## config.mk

```make
export PLATFORM = sky130hd
export DESIGN_NAME = bcd_stopwatch
export DESIGN_NICKNAME = d
export VERILOG_FILES = /design/src/rtl/bcd_stopwatch.sv
export SDC_FILE = /design/constraint.sdc
export NUM_CORES = 1
export LEC_CHECK = 0
export CORE_MARGIN = 4
export CORE_UTILIZATION = 45
export DETAILED_ROUTE_END_ITERATION = 10
export DONT_BUFFER_PORTS = 1
export PLACE_DENSITY = 0.62
export SYNTH_ARGS = -nofsm -noshare
export SYNTH_HDL_FRONTEND = slang
export SYNTH_SLANG_ARGS = --single-unit
```

## constraint.sdc

```tcl
create_clock -name clk100Mhz -period 2.7 [get_ports clk100Mhz]
set_input_delay 0.54 -clock clk100Mhz [delete_from_list [all_inputs] [get_ports clk100Mhz]]
set_output_delay 0.54 -clock clk100Mhz [all_outputs]
set_load 0.05 [all_outputs]
```

## src/rtl/bcd_stopwatch.sv

```systemverilog
// ---------------------------------------------------------------------------
// bcd_stopwatch
//   MM:SS stopwatch with four BCD digits (minutes 00-99, seconds 00-59).
//   Counts one second per rising edge of tick_in, a slow clock level from the
//   divider. tick_in is only sampled as data in the clk100Mhz domain and is
//   never used as a clock. Counts up or down from a clamped preset, with
//   start/stop and clear controls.
//
// Parameters
//   SYNC_STAGES : synchronizer depth on tick_in (2..4)
//   ROLL_OVER   : up-mode behaviour at 99:59 (0 = stop in DONE, 1 = wrap)
//
// Ports
//   clk100Mhz  in   system clock
//   reset_n    in   asynchronous active-low reset
//   tick_in    in   slow clock level, one count per rising edge
//   start_stop in   one-cycle pulse, toggles run/pause
//   clear      in   one-cycle pulse, back to IDLE and load preset
//   dir        in   0 = up, 1 = down (latched on IDLE->RUN)
//   preset     in   BCD {M1,M0,S1,S0}, clamped when loaded
//   digits     out  current count, BCD {M1,M0,S1,S0}
//   running    out  high in RUN
//   done       out  high in DONE
// ---------------------------------------------------------------------------
module bcd_stopwatch #(
  parameter int SYNC_STAGES = 2,
  parameter bit ROLL_OVER   = 1'b0
) (
  input  logic        clk100Mhz,
  input  logic        reset_n,
  input  logic        tick_in,
  input  logic        start_stop,
  input  logic        clear,
  input  logic        dir,
  input  logic [15:0] preset,
  output logic [15:0] digits,
  output logic        running,
  output logic        done
);

  typedef enum logic [1:0] {
    ST_IDLE  = 2'd0,
    ST_RUN   = 2'd1,
    ST_PAUSE = 2'd2,
    ST_DONE  = 2'd3
  } state_t;

  localparam logic [15:0] MAX_COUNT = 16'h9959;

  // One second forward. 99:59 wraps to 00:00; the caller decides whether
  // that wrap is allowed.
  function automatic logic [15:0] bcd_inc(input logic [15:0] v);
    logic [3:0] m1, m0, s1, s0;
    {m1, m0, s1, s0} = v;
    if (s0 != 4'd9) begin
      s0 = s0 + 4'd1;
    end else begin
      s0 = 4'd0;
      if (s1 != 4'd5) begin
        s1 = s1 + 4'd1;
      end else begin
        s1 = 4'd0;
        if (m0 != 4'd9) begin
          m0 = m0 + 4'd1;
        end else begin
          m0 = 4'd0;
          m1 = (m1 == 4'd9) ? 4'd0 : m1 + 4'd1;
        end
      end
    end
    return {m1, m0, s1, s0};
  endfunction

  // One second backward. Never called with 00:00 while running down, since
  // reaching 00:00 moves the FSM to DONE.
  function automatic logic [15:0] bcd_dec(input logic [15:0] v);
    logic [3:0] m1, m0, s1, s0;
    {m1, m0, s1, s0} = v;
    if (s0 != 4'd0) begin
      s0 = s0 - 4'd1;
    end else begin
      s0 = 4'd9;
      if (s1 != 4'd0) begin
        s1 = s1 - 4'd1;
      end else begin
        s1 = 4'd5;
        if (m0 != 4'd0) begin
          m0 = m0 - 4'd1;
        end else begin
          m0 = 4'd9;
          m1 = (m1 == 4'd0) ? 4'd0 : m1 - 4'd1;
        end
      end
    end
    return {m1, m0, s1, s0};
  endfunction

  // Non-BCD digits saturate to 9, then the tens-of-seconds digit to 5.
  function automatic logic [15:0] bcd_clamp(input logic [15:0] v);
    logic [3:0] m1, m0, s1, s0;
    {m1, m0, s1, s0} = v;
    if (m1 > 4'd9) m1 = 4'd9;
    if (m0 > 4'd9) m0 = 4'd9;
    if (s0 > 4'd9) s0 = 4'd9;
    if (s1 > 4'd5) s1 = 4'd5;
    return {m1, m0, s1, s0};
  endfunction

  logic [SYNC_STAGES-1:0] sync_q, sync_d;
  logic                   dly_q, dly_d;
  logic                   tick_ev;
  state_t                 state_q, state_d;
  logic [15:0]            digits_q, digits_d;
  logic                   dir_q, dir_d;
  logic                   running_q, running_d;
  logic                   done_q, done_d;
  logic [15:0]            dec_val;

  // Synchronizer chain and edge detector on the slow clock level
  always_comb begin
    sync_d  = {sync_q[SYNC_STAGES-2:0], tick_in};
    dly_d   = sync_q[SYNC_STAGES-1];
    tick_ev = sync_q[SYNC_STAGES-1] & ~dly_q;
  end

  always_ff @(posedge clk100Mhz or negedge reset_n) begin
    if (!reset_n) begin
      sync_q <= '0;
      dly_q  <= 1'b0;
    end else begin
      sync_q <= sync_d;
      dly_q  <= dly_d;
    end
  end

  // Next-state, count and flag logic
  always_comb begin
    state_d  = state_q;
    digits_d = digits_q;
    dir_d    = dir_q;
    dec_val  = bcd_dec(digits_q);

    if (clear) begin
      state_d  = ST_IDLE;
      digits_d = bcd_clamp(preset);
    end else begin
      unique case (state_q)
        ST_IDLE: begin
          if (start_stop) begin
            dir_d   = dir;
            state_d = (dir && digits_q == 16'h0000) ? ST_DONE : ST_RUN;
          end
        end
        ST_RUN: begin
          // A start_stop on a tick edge still counts that tick; a terminal
          // count below overrides the pause with DONE.
          if (start_stop) state_d = ST_PAUSE;
          if (tick_ev) begin
            if (!dir_q) begin
              if (digits_q == MAX_COUNT) begin
                if (ROLL_OVER) digits_d = 16'h0000;
                else           state_d  = ST_DONE;
              end else begin
                digits_d = bcd_inc(digits_q);
              end
            end else begin
              digits_d = dec_val;
              if (dec_val == 16'h0000) state_d = ST_DONE;
            end
          end
        end
        ST_PAUSE: begin
          // Resuming does not count a tick arriving on the same edge.
          if (start_stop) state_d = ST_RUN;
        end
        ST_DONE: begin
        end
        default: state_d = ST_IDLE;
      endcase
    end

    running_d = (state_d == ST_RUN);
    done_d    = (state_d == ST_DONE);
  end

  always_ff @(posedge clk100Mhz or negedge reset_n) begin
    if (!reset_n) begin
      state_q   <= ST_IDLE;
      digits_q  <= 16'h0000;
      dir_q     <= 1'b0;
      running_q <= 1'b0;
      done_q    <= 1'b0;
    end else begin
      state_q   <= state_d;
      digits_q  <= digits_d;
      dir_q     <= dir_d;
      running_q <= running_d;
      done_q    <= done_d;
    end
  end

  assign digits  = digits_q;
  assign running = running_q;
  assign done    = done_q;

endmodule

```

==> metrics.md, run 1 <==
| Metric | Value |
|---|---|
| Setup slack of the critical path after layout | `0.601 ns` |
| Floorplan row count | `24` |
| Maxcap violations | `0` |
| Element type at the critical path end | `register` |
| Critical path start-end classification | `register to register` |
| Residual DRC | `0` |
| DR pass1 iterations | `4` |
| Via count of the first global-routing pass | `1,804` |
| Combined area of all synthesized cells | `2120 um2` |
| Kind of cell adding the most delay to the critical path | `flip-flops` |
| Layout Utilization | `0.501` |
| Wire length of the first global-routing pass | `9110 um` |
| Final routed wire length divided by cell count | `17.7 um` |
| Mapped Nets | `272` |
| Yosys Warn Count | `0` |
| Post-synthesis sequential area ratio | `0.284` |
| # IOs | `40` |
| Number of distinct library cells after synthesis | `68` |
| Floorplan die area | `5870 um2` |
| Async SR Flop Fraction | `1.00` |
| Min Clock Period, post-route | `2.10 ns` |
| Crit-path cells | `and4bb_2 > a21oi_1 > a211oi_4 > mux2i_1 > o22ai_1` |
| Total routed wirelength | `5330 um` |
| Worst-path clk slew | `0.09 ns` |
| Slowest stage delay, CP | `0.70 ns` |
| Number of buffers created by CTS | `3` |
| Last weighted congestion value of the routability-driven placer | `0.842` |
| Hold slack | `0.0791 ns` |
| Run status | `complete, no violations` |
| Leakage power of the design | `0.832 nW` |
| Ratio of cells with drive above 1 in the final layout | `0.185` |
| CP Depth | `5` |
| Clock tree from TritonCTS | `built` |
| Arrival time of the worst setup path | `2.25 ns` |
| Iteration-0 DRC Markers | `171` |
| Worst-path maximum fanout | `15` |
| Synthesis-to-finish area growth | `5.08%` |
| Worst relative slew slack | `0.578` |
| Placed cell count | `297` |
| Number of standard cells after synthesis | `250` |
| Area of the core | `4440 um2` |
| X dimension of the die | `76.6 um` |
| Clock H-tree levels | `1` |
| Skew-Pair Late Insertion Delay | `0.27 ns` |
| Share of the clock period used by the worst path | `0.777` |
| Antenna-violating nets left | `0` |
| Crit path launch type | `register` |
| Worst slack after detailed placement | `0.612 ns` |
| Worst R2R Path Depth | `5` |
| Final count of negative-setup-slack endpoints | `0` |
| Tot GR Track Use | `0.187` |
| Pwr per Cell Area | `580 nW/um2` |
| Remaining global-route overflow | `0` |
| Maximum VDD drop | `0.190 mV` |
| Setup repair after global routing missed its margin | `no` |
| Number of input and output port buffers inserted | `0` |
| Number of resized instances in the post-cts repair step | `0` |
| Top_reg_cell synth | `sky130_fd_sc_hd__dfrtp_1` |
| Number of clock sinks | `24` |
| Worst path slowest cell | `sky130_fd_sc_hd__dfrtp_1` |
| CTS root buf | `sky130_fd_sc_hd__clkbuf_8` |
| DP Wirelength | `3870 um` |
| Antenna diode count | `0` |
| Buffers inserted by post-CTS timing repair | `0` |
| Highest clock frequency the design can meet | `476 MHz` |
| Worst EP required | `2.85 ns` |
| Mean instance size in the synthesized netlist | `8.47 um2` |
| Maximum number of pins on one net before global-route repair | `27` |
| Post-Route Setup TNS | `0 ns` |
| Number of synthesized flops with an enable pin | `0` |
| Transition at the pin with the smallest max-transition slack | `0.631 ns` |
| Number of hold buffers added after cts | `1` |
| DR vias | `1,896` |
| Endpoints failing hold | `0` |
| Starting Density | `0.477` |
| Number of standard cells in the layout, taps in and fillers out | `301` |
| Final-report max-slew violation count | `0` |
| Post-synthesis sequential element count | `24` |
| Number of antenna violations at the first check in global routing | `0` |
| Final Net Count | `273` |
| Number of buffer and inverter stages on the critical path | `0` |
| Largest buffer count on any clock path | `2` |
| Maximum clock skew at final layout | `0.00268 ns` |
| Kind of path behind the tightest hold check | `input pin to asynchronous set/reset pin` |
| Die Y-Extent | `76.6 um` |
| Average via count per standard cell | `6.30` |
## area by class of cell
cell class                      instances  area (um2)
Clock buffer                            3        41.3
Fill cell                             448        2220
Inverter                                9        33.8
Multi-Input combinational cell        194        1330
Sequential cell                        24         601
Tap cell                               52        65.1
Timing Repair Buffer                   19         155
## cells by family (layout without fill, tap and decap cells)
family,count (synthesis),count (layout),share of synthesized area
multiplexers,4,4,0.0254
XOR/XNOR,5,5,0.0207
flip-flops,24,24,0.284
AO/OA/AOI/OAI,87,87,0.286
AND/OR/NAND/NOR,98,98,0.295
buffers and inverters,32,31,0.0886
## worst paths after layout
path	from	to	slack, ns
worst min register to register	sync_q[0]	sync_q[1]	0.36
worst min-delay path	reset_n	digits[13]	0.08
max in group asynchronous	reset_n	dir_q	2.47
worst max register to register	digits[0]	digits[9]	0.60
min in group clk100Mhz	tick_in	sync_q[0]	0.30
worst max-delay path	digits[0]	digits[9]	0.60
## worst reg2reg max path, cell delays in order (launching register included)
cell	delay [ns]
sky130_fd_sc_hd__dfrtp_1	0.70
sky130_fd_sc_hd__and4bb_2	0.36
sky130_fd_sc_hd__a21oi_1	0.15
sky130_fd_sc_hd__a211oi_4	0.42
sky130_fd_sc_hd__mux2i_1	0.25
sky130_fd_sc_hd__o22ai_1	0.11
## stage by stage
step | total power [mW] | cell area, um2
2_1_floorplan | 0.977 | 2120
3_3_place_gp | 1.06 | 2160
3_5_place_dp | 1.07 | 2160
4_1_cts | 1.30 | 2230
5_1_grt | 1.38 | 2230
6_report | 1.29 | 2230
## where the power goes
part | internal (mW) | switching, mW | total, mW
Clock | 0.0999 | 0.117 | 0.216
Combinational | 0.210 | 0.362 | 0.572
Sequential | 0.402 | 0.0995 | 0.502
## registers in the layout (all words and copies together) (netlist names)
signal and flops:
digits 16, dir_q 1, dly_q 1, done 1, running 1, state_q 2
sync_q 2
## cells in the mapped netlist (3+ instances only)
cell,count,share of area
sky130_fd_sc_hd__o21ai_0,26,0.061
sky130_fd_sc_hd__dfrtp_1,24,0.28
sky130_fd_sc_hd__nand2_1,20,0.035
sky130_fd_sc_hd__nor2_1,18,0.032
sky130_fd_sc_hd__a21oi_1,12,0.028
sky130_fd_sc_hd__clkbuf_1,10,0.018
sky130_fd_sc_hd__inv_1,9,0.016
sky130_fd_sc_hd__nor2b_1,9,0.027
sky130_fd_sc_hd__a31oi_1,8,0.024
sky130_fd_sc_hd__nand2b_1,7,0.021
sky130_fd_sc_hd__buf_6,6,0.032
sky130_fd_sc_hd__nor3_1,6,0.014
sky130_fd_sc_hd__and4bb_2,5,0.030
sky130_fd_sc_hd__nand3_1,4,0.0095
sky130_fd_sc_hd__a22oi_1,3,0.011
sky130_fd_sc_hd__buf_2,3,0.0071
sky130_fd_sc_hd__nor4_1,3,0.0089
sky130_fd_sc_hd__o21a_1,3,0.011
sky130_fd_sc_hd__o41ai_1,3,0.012
sky130_fd_sc_hd__xnor2_1,3,0.012
## layer usage
metal | global-route usage | vias up | part of all wire
met2 | 0.303 | 53 | 0.46
met3 | 0.0402 | 4 | 0.063
li1 | - | 931 | -
met4 | 0.0453 | 0 | 0.0058
met1 | 0.252 | 908 | 0.47
met5 | 0 | - | 0
## placed cells by master (no fill, tap or decap), types with 3 or more instances in the layout
| cell type | count |
|---|---|
| sky130_fd_sc_hd__nor2b_1 | 9 |
| sky130_fd_sc_hd__nor2_1 | 18 |
| sky130_fd_sc_hd__o21a_1 | 3 |
| sky130_fd_sc_hd__a22oi_1 | 3 |
| sky130_fd_sc_hd__nor3_1 | 6 |
| sky130_fd_sc_hd__inv_1 | 9 |
| sky130_fd_sc_hd__dfrtp_1 | 24 |
| sky130_fd_sc_hd__nand2b_1 | 7 |
| sky130_fd_sc_hd__a21oi_1 | 12 |
| sky130_fd_sc_hd__o41ai_1 | 3 |
| sky130_fd_sc_hd__a31oi_1 | 8 |
| sky130_fd_sc_hd__buf_4 | 18 |
| sky130_fd_sc_hd__nand3_1 | 4 |
| sky130_fd_sc_hd__o21ai_0 | 26 |
| sky130_fd_sc_hd__clkbuf_8 | 3 |
| sky130_fd_sc_hd__nor4_1 | 3 |
| sky130_fd_sc_hd__xnor2_1 | 3 |
| sky130_fd_sc_hd__and4bb_2 | 5 |
| sky130_fd_sc_hd__nand2_1 | 20 |
(Power assumes the default switching activity.)
==> inputs of run 2 (changes only) <==
--- a/config.mk
+++ b/config.mk
@@ -9,7 +9,7 @@
 export CORE_UTILIZATION = 45
 export DETAILED_ROUTE_END_ITERATION = 10
 export DONT_BUFFER_PORTS = 1
-export PLACE_DENSITY = 0.62
+export PLACE_DENSITY = 0.64
 export SYNTH_ARGS = -nofsm -noshare
 export SYNTH_HDL_FRONTEND = slang
 export SYNTH_SLANG_ARGS = --single-unit
==> constraint.sdc (replaced) <==
create_clock -name clk100Mhz -period 1.74 [get_ports clk100Mhz]
set_input_delay 0.348 -clock clk100Mhz [delete_from_list [all_inputs] [get_ports clk100Mhz]]
set_output_delay 0.348 -clock clk100Mhz [all_outputs]
set_load 0.05 [all_outputs]
==> run 2 against run 1 <==
Net effect: the run now ends with negative setup slack left; power grew 83%; critical path depth is the same; largest power group unchanged; via count increased by 13%; sequential share of layout area shrank 4.6 points; flip-flop and latch count is the same; cell count is 13% higher; critical path type unchanged; clock-buffer cell count up 1; core utilization increased by 12 points; largest cell class unchanged; die area did not move.
==> metrics.md, run 2 (synthesis gave the netlist of run 1 again) <==
| Metric | Value |
|---|---|
| Clock H-tree levels | `1` |
| Remaining global-route overflow | `0` |
| X dimension of the die | `76.6 um` |
| Iteration-0 DRC Markers | `243` |
| Share of the clock period used by the worst path | `1.03` |
| Number of clock sinks | `24` |
| Flip-flop count of the largest register, all copies and words added | `16` |
| Layout Utilization | `0.625` |
| Worst-path clk slew | `0.09 ns` |
| Worst relative slew slack | `0.695` |
| Min Clock Period, post-route | `1.79 ns` |
| Placed cell count | `326` |
| Floorplan die area | `5870 um2` |
| Element type at the critical path end | `register` |
| Worst-path maximum fanout | `3` |
| Worst R2R Path Depth | `5` |
| Number of input and output port buffers inserted | `0` |
| RR Startpoint | `digits[5]` |
| Floorplan row count | `24` |
| Final-report max-slew violation count | `0` |
| Number of stages on the worst hold path | `0` |
| Number of buffers created by CTS | `3` |
| Average via count per standard cell | `6.30` |
| Slowest stage delay, CP | `0.45 ns` |
| Skew-Pair Late Insertion Delay | `0.27 ns` |
| Endpoints failing hold | `0` |
| Setup slack on the worst flop-to-flop path | `-0.05 ns` |
| Maximum number of pins on one net before global-route repair | `27` |
| Number of buffer and inverter stages on the critical path | `0` |
| Tot GR Track Use | `0.204` |
| Worst slack after detailed placement | `-0.0809 ns` |
| Clock tree from TritonCTS | `built` |
| Last weighted congestion value of the routability-driven placer | `0.897` |
| Leakage power of the design | `1.09 nW` |
| Total routed wirelength | `6260 um` |
| Critical R2R Capture | `digits[15]` |
| Wire length of the first global-routing pass | `9940 um` |
| Residual DRC | `0` |
| Via count of the first global-routing pass | `2,080` |
| Final count of negative-setup-slack endpoints | `7` |
| Synthesis-to-finish area growth | `31.1%` |
| Kind of path behind the tightest hold check | `input pin to register` |
| DR pass1 iterations | `4` |
| Number of standard cells in the layout, taps in and fillers out | `341` |
| Arrival time of the worst setup path | `1.94 ns` |
| Crit path launch type | `register` |
| Final routed wire length divided by cell count | `18.3 um` |
| Transition at the pin with the smallest max-transition slack | `0.458 ns` |
| Pwr per Cell Area | `851 nW/um2` |
| Hold path endpoint | `sync_q[0]` |
| Critical path start-end classification | `register to register` |
| Setup repair after global routing missed its margin | `yes` |
| Maxcap violations | `0` |
| Number of antenna violations at the first check in global routing | `0` |
| DP Wirelength | `4380 um` |
| Maximum VDD drop | `0.404 mV` |
| Setup slack of the critical path after layout | `-0.0543 ns` |
| Final Net Count | `312` |
| Highest clock frequency the design can meet | `557 MHz` |
| Starting Density | `0.477` |
| Highest-count cells in the layout ignoring fill and taps | `sky130_fd_sc_hd__buf_4 (47), sky130_fd_sc_hd__o21ai_0 (20), sky130_fd_sc_hd__nand2_1 (18), sky130_fd_sc_hd__nor2_1 (17), sky130_fd_sc_hd__dfrtp_2 (16)` |
| Post-place instance area | `2420 um2` |
| Crit-path cells | `nor4_4 > nand3_2 > or3_4 > o31ai_2 > a22oi_1` |
| Hold Path Origin | `tick_in` |
| Kind of cell adding the most delay to the critical path | `simple AND/OR/NAND/NOR gates` |
| Largest buffer count on any clock path | `2` |
| Antenna diode count | `0` |
| # IOs | `40` |
| DR vias | `2,147` |
| Failing checks | `negative setup slack` |
| Maximum clock skew at final layout | `0.00175 ns` |
| Most frequent standard cell in the layout excluding fill and tap cells | `sky130_fd_sc_hd__buf_4` |
| Run status | `finished with violations` |
| Summed area of non-filler cells in the final layout | `2780 um2` |
| CTS root buf | `sky130_fd_sc_hd__clkbuf_8` |
| Worst path slowest cell | `sky130_fd_sc_hd__dfrtp_2` |
| Worst EP required | `1.89 ns` |
| Die Y-Extent | `76.6 um` |
| Area of the core | `4440 um2` |
| Ratio of cells with drive above 1 in the final layout | `0.422` |
| Antenna-violating nets left | `0` |
==> run 2: cell types whose count changed in the layout (fill, tap and decap cells not counted), moves of 5 or more <==
cell                       before  now
sky130_fd_sc_hd__dfrtp_1       24    8
sky130_fd_sc_hd__o21ai_0       26   20
sky130_fd_sc_hd__buf_4         18   47
sky130_fd_sc_hd__o21ai_1        2    7
sky130_fd_sc_hd__buf_6          0    9
sky130_fd_sc_hd__and4bb_2       5    0
sky130_fd_sc_hd__dfrtp_2        0   16
sky130_fd_sc_hd__and4bb_4       0    5
==> run 2: worst max path at each step <==
stage                          from    endpoint  depth (start not counted)
after floorplan           digits[4]  digits[15]                          6
after global placement        dir_q  digits[11]                          6
after detailed placement  digits[4]   digits[9]                          6
after CTS                 digits[3]   digits[9]                          6
after global routing      digits[5]  digits[15]                          5
final                     digits[5]  digits[15]                          5
==> run 2: metal layers <==
| metal | vias up | part of all wire | wire, um | track usage |
|---|---|---|---|---|
| li1 | 1016 | - | - | - |
| met1 | 1043 | 0.44 | 2740 | 0.272 |
| met2 | 81 | 0.48 | 3020 | 0.334 |
| met3 | 7 | 0.070 | 440 | 0.0449 |
| met4 | 0 | 0.0090 | 56 | 0.0507 |
| met5 | - | 0 | 0 | 0 |
==> run 2: power breakdown <==
part | switching, mW | total [mW] | internal, mW | leakage [nW]
sequential | 0.117 | 0.754 | 0.637 | 0.273
combinational | 0.721 | 1.22 | 0.496 | 0.792
clock | 0.189 | 0.391 | 0.202 | 0.0288
==> run 2: repair_timing <==
action	CTS	global route
hold endpoints to repair	24	0
setup buffers	5	5
endpoints found under the setup margin	12	17
resized for setup	7	39
pin swaps	6	17
hold buffers	2	0
==> run 2: stage by stage <==
step | hold WS, ns | TNS (ns) | power, mW
2_1_floorplan | 0.0524 | -2.03 | 1.55
3_3_place_gp | 0.0535 | -0.103 | 1.79
3_5_place_dp | 0.0535 | -0.205 | 1.80
4_1_cts | 0.0909 | -0.0937 | 2.24
5_1_grt | 0.0795 | -0.958 | 2.50
6_report | 0.0980 | -0.149 | 2.36
==> run 2: cell type report <==
class                   count  area [um2]
well taps                  52        65.1
inverters                   9        33.8
clock buffers               4        55.1
multi-input cells         194        1520
repair buffers             58         484
fillers                   375        1670
flip-flops and latches     24         621
==> inputs of run 3 (changes only) <==
--- a/config.mk
+++ b/config.mk
@@ -5,11 +5,13 @@
 export SDC_FILE = /design/constraint.sdc
 export NUM_CORES = 1
 export LEC_CHECK = 0
+export CAP_MARGIN = 10
 export CORE_MARGIN = 4
 export CORE_UTILIZATION = 45
 export DETAILED_ROUTE_END_ITERATION = 10
 export DONT_BUFFER_PORTS = 1
 export PLACE_DENSITY = 0.64
+export REMOVE_ABC_BUFFERS = 1
 export SYNTH_ARGS = -nofsm -noshare
 export SYNTH_HDL_FRONTEND = slang
 export SYNTH_SLANG_ARGS = --single-unit
==> run 3 against run 2 <==
Net effect: the run still ends with negative setup slack left; cell count rose by 2.9%; die area stayed put; core utilization rose by 2.5 points; combinational power increased by 6%; non-clock buffer count up 10; clock-buffer cell count is 1 lower; final area increased by 4.0%.
==> metrics.md, run 3 (synthesis gave the netlist of run 1 again) <==
| Metric | Value |
|---|---|
| Share of the clock period used by the worst path | `1.06` |
| Leakage power of the design | `1.18 nW` |
| Total power | `2.53 mW` |
| Summed area of non-filler cells in the final layout | `2890 um2` |
| Maximum number of pins on one net before global-route repair | `27` |
| Worst R2R Path Depth | `5` |
| Last weighted congestion value of the routability-driven placer | `0.840` |
| Worst-path maximum fanout | `4` |
| Final-report max-slew violation count | `0` |
| Number of input and output port buffers inserted | `0` |
| Hold slack | `0.0972 ns` |
| Number of clock sinks | `24` |
| Number of buffers created by CTS | `3` |
| Wire length of the first global-routing pass | `9870 um` |
| Pwr per Cell Area | `877 nW/um2` |
| Final routed wire length divided by cell count | `18.7 um` |
| Highest clock frequency the design can meet | `543 MHz` |
| Clock tree from TritonCTS | `built` |
| Post-Route Setup TNS | `-0.496 ns` |
| Tot GR Track Use | `0.201` |
| Remaining global-route overflow | `0` |
| Residual DRC | `0` |
| Highest-count cells in the layout ignoring fill and taps | `sky130_fd_sc_hd__buf_4 (55), sky130_fd_sc_hd__dfrtp_1 (20), sky130_fd_sc_hd__nand2_1 (19), sky130_fd_sc_hd__o21ai_0 (19), sky130_fd_sc_hd__nor2_1 (17)` |
| Floorplan row count | `24` |
| Flip-flop count of the largest register, all copies and words added | `16` |
| Area of the core | `4440 um2` |
| Origin of the worst setup path | `state_q[1]` |
| Crit path launch type | `register` |
| Antenna-violating nets left | `0` |
| Failing checks | `negative setup slack` |
| Worst relative slew slack | `0.696` |
| DR pass1 iterations | `4` |
| Setup slack on the worst flop-to-flop path | `-0.10 ns` |
| Run status | `finished with violations` |
| Maxcap violations | `0` |
| Final Net Count | `322` |
| Total routed wirelength | `6550 um` |
| CTS root buf | `sky130_fd_sc_hd__clkbuf_8` |
| Floorplan die area | `5870 um2` |
| Maximum clock skew at final layout | `0.00526 ns` |
| Largest buffer count on any clock path | `2` |
| Clock H-tree levels | `1` |
| Maximum VDD drop | `0.343 mV` |
| Endpoints failing hold | `0` |
| Setup crit end | `running` |
| Worst EP required | `1.90 ns` |
| Setup repair after global routing missed its margin | `yes` |
| Number of antenna violations at the first check in global routing | `0` |
| Min Clock Period, post-route | `1.84 ns` |
| Starting Density | `0.477` |
| Worst-path clk slew | `0.09 ns` |
| DR vias | `2,211` |
| Most frequent standard cell in the layout excluding fill and tap cells | `sky130_fd_sc_hd__buf_4` |
| RR Startpoint | `state_q[1]` |
| Via count of the first global-routing pass | `2,106` |
| Setup slack of the critical path after layout | `-0.100 ns` |
| Iteration-0 DRC Markers | `89` |
| Skew-Pair Late Insertion Delay | `0.27 ns` |
| Ratio of cells with drive above 1 in the final layout | `0.405` |
| Antenna diode count | `0` |
| Element type at the critical path end | `register` |
| Post-place instance area | `2430 um2` |
| Kind of path behind the tightest hold check | `input pin to register` |
| Die Y-Extent | `76.6 um` |
| # IOs | `40` |
| Synthesis-to-finish area growth | `36.3%` |
| X dimension of the die | `76.6 um` |
| Critical path start-end classification | `register to register` |
| DP Wirelength | `4350 um` |
| Transition at the pin with the smallest max-transition slack | `0.457 ns` |
| Critical R2R Capture | `running` |
| Final count of negative-setup-slack endpoints | `12` |
| Arrival time of the worst setup path | `2.00 ns` |
| Average via count per standard cell | `6.30` |
## run 3: cell type report
type                    count  area (um2)
clock inverters             1        30.0
flip-flops and latches     24         606
multi-input cells         194        1510
inverters                   9        33.8
repair buffers             68         598
clock buffers               3        41.3
fillers                   354        1560
well taps                  52        65.1
## run 3: worst min-delay path by stage
stage	to	slack, ns	cells after the start	startpoint
floorplan	digits[0]	0.05	0	reset_n
global placement	digits[1]	0.05	0	reset_n
detailed placement	digits[0]	0.05	0	reset_n
CTS	sync_q[0]	0.09	0	tick_in
global route	sync_q[0]	0.08	0	tick_in
finish	sync_q[0]	0.1	0	tick_in
## run 3: repair_timing
item,4_1_cts,5_1_grt
pin swaps,8,26
hold buffers,2,0
endpoints found under the setup margin,14,20
gates cloned,0,2
hold endpoints to repair,24,0
gates resized for setup,16,43
buffers inserted,4,8
## run 3: where the power goes
group	switching (mW)	internal, mW
Combinational	0.742	0.552
Clock	0.194	0.308
Sequential	0.107	0.629
## run 3: metal layers
layer	up-vias	global-route usage	wire length, um
met1	1095	0.265	2800
met4	0	0.0525	133
met5	-	0	0
met2	79	0.351	3210
li1	1025	-	-
met3	12	0.0189	407
## run 3: through the flow
stage	instances	utilization	setup WS, ns
6_report	351	0.649	-0.100
5_1_grt	351	0.649	-0.192
4_1_cts	341	0.591	-0.0873
3_5_place_dp	331	0.547	-0.119
3_3_place_gp	331	0.547	-0.0752
2_1_floorplan	227	-	-0.383
## run 3: critical path, cell delays in order (launching register included)
cell and delay, ns:
sky130_fd_sc_hd__dfrtp_1 0.43, sky130_fd_sc_hd__nand2b_1 0.20, sky130_fd_sc_hd__or4b_1 0.53, sky130_fd_sc_hd__o41ai_2 0.36, sky130_fd_sc_hd__a211oi_2 0.08, sky130_fd_sc_hd__nor2b_1 0.14
==> RTL edit (config.mk and constraints of run 2) <==
Add an input register stage for `tick_in`, `start_stop`, `clear` and `dir`, without a reset; this delays them by one clock. Comments in the files are not updated.
--- a/src/rtl/bcd_stopwatch.sv
+++ b/src/rtl/bcd_stopwatch.sv
@@ -47,6 +47,18 @@
 
   localparam logic [15:0] MAX_COUNT = 16'h9959;
 
+  logic tick_q;
+  logic start_stop_q;
+  logic clear_q;
+  logic dir_r;
+
+  always_ff @(posedge clk100Mhz) begin
+    tick_q       <= tick_in;
+    start_stop_q <= start_stop;
+    clear_q      <= clear;
+    dir_r        <= dir;
+  end
+
   // One second forward. 99:59 wraps to 00:00; the caller decides whether
   // that wrap is allowed.
   function automatic logic [15:0] bcd_inc(input logic [15:0] v);
@@ -118,7 +130,7 @@
 
   // Synchronizer chain and edge detector on the slow clock level
   always_comb begin
-    sync_d  = {sync_q[SYNC_STAGES-2:0], tick_in};
+    sync_d  = {sync_q[SYNC_STAGES-2:0], tick_q};
     dly_d   = sync_q[SYNC_STAGES-1];
     tick_ev = sync_q[SYNC_STAGES-1] & ~dly_q;
   end
@@ -140,21 +152,21 @@
     dir_d    = dir_q;
     dec_val  = bcd_dec(digits_q);
 
-    if (clear) begin
+    if (clear_q) begin
       state_d  = ST_IDLE;
       digits_d = bcd_clamp(preset);
     end else begin
       unique case (state_q)
         ST_IDLE: begin
-          if (start_stop) begin
-            dir_d   = dir;
-            state_d = (dir && digits_q == 16'h0000) ? ST_DONE : ST_RUN;
+          if (start_stop_q) begin
+            dir_d   = dir_r;
+            state_d = (dir_r && digits_q == 16'h0000) ? ST_DONE : ST_RUN;
           end
         end
         ST_RUN: begin
           // A start_stop on a tick edge still counts that tick; a terminal
           // count below overrides the pause with DONE.
-          if (start_stop) state_d = ST_PAUSE;
+          if (start_stop_q) state_d = ST_PAUSE;
           if (tick_ev) begin
             if (!dir_q) begin
               if (digits_q == MAX_COUNT) begin
@@ -171,7 +183,7 @@
         end
         ST_PAUSE: begin
           // Resuming does not count a tick arriving on the same edge.
-          if (start_stop) state_d = ST_RUN;
+          if (start_stop_q) state_d = ST_RUN;
         end
         ST_DONE: begin
         end
Check against the original RTL: not equivalent (Yosys sat finds a counterexample within 4 cycles, from zero or initial values and one cycle with reset_n low).
==> RTL edit against run 2 <==
The flow still finishes with violations (negative setup slack); final area rose by 0.99%; clock skew rose by 0.0067 ns; clock power rose by 37%; worst setup slack improved by 0.012 ns; sequential cell count rose by 4; via count rose by 2.4%; die area rose by 2.4%; synthesized area rose by 2.7%; total power rose by 16%; final cell count rose by 2.9%; routed wire length rose by 4.0%; non-clock buffer count fell by 5; highest routed layer unchanged.
==> RTL edit: results (changes against run 2) <==
metric	value	unit	change
routed vias/inst	6.265		was 6.296
CP arrival	1.96	ns	was 1.94 ns
sequential share of the synthesized area	31.30	%	was 28.35%
status	finished, violations left		unchanged
Cell Int Power	1.582	mW	was 1.335 mW
clock tree cell share of total cell area	2.544	%	was 1.983%
fin worst setup slack	-0.04186	ns	was -0.05428 ns
Iteration-0 DRC Markers	127		was 243
number of global-route vias before repair	2113		was 2080
Initial Utilization	46.35	%	was 47.66%
final core occ	59.76	%	was 62.47%
placed inst area	2540	um2	was 2424 um2
Inst Count DP	341		was 326
peak fanout along the critical path	6		was 3
clock latency at the later pin of the worst-skew pair	0.29	ns	was 0.27 ns
multi-input combinational cell count	205		was 194
wl on met1	3071	um	was 2736 um
Fin Setup TNS	-0.1108	ns	was -0.1486 ns
syn nets	284		was 272
Synth cell types	66		was 68
wire length on met3	258	um	was 440 um
worst-margin pin slew	0.4546	ns	was 0.4577 ns
non-clock inverter count	7		was 9
met1 GRT Util	29.94	%	was 27.17%
Fill cells	396		was 375
Worst-path clk slew	0.11	ns	was 0.09 ns
cells resized by post-CTS repair	6		was 7
violated checks	negative setup slack		unchanged
Plain + repair buffers	53		was 58
Async SR Flop Fraction	85.71	%	was 100.0%
# setup viols final	4		was 7
postcts setup bufs	1		was 5
GPL Wtd Cong	0.9002		was 0.8974
[RTL edit: cell families after synthesis]
| kind of cell | Yosys count | share of synthesized area [%] |
|---|---|---|
| buffers and inverters | 29 | 6.732 |
| AO/OA/AOI/OAI | 83 | 26.58 |
| multiplexers | 3 | 1.438 |
| AND/OR/NAND/NOR | 113 | 31.53 |
| XOR/XNOR | 6 | 2.417 |
| flip-flops | 28 | 31.30 |
[RTL edit: final timing paths]
| kind | startpoint | cells past startpoint | end | slack [ns] |
|---|---|---|---|---|
| worst max-delay path | digits[9] | 5 | running | -0.04 |
| worst min-delay path | start_stop | 0 | start_stop_q | 0.08 |
| worst max register to register | digits[9] | 5 | running | -0.04 |
| worst min register to register | tick_q | 0 | sync_q[0] | 0.34 |
| max in group asynchronous | reset_n | 2 | digits[1] | 1.10 |
| min in group asynchronous | reset_n | 2 | digits[9] | 0.48 |
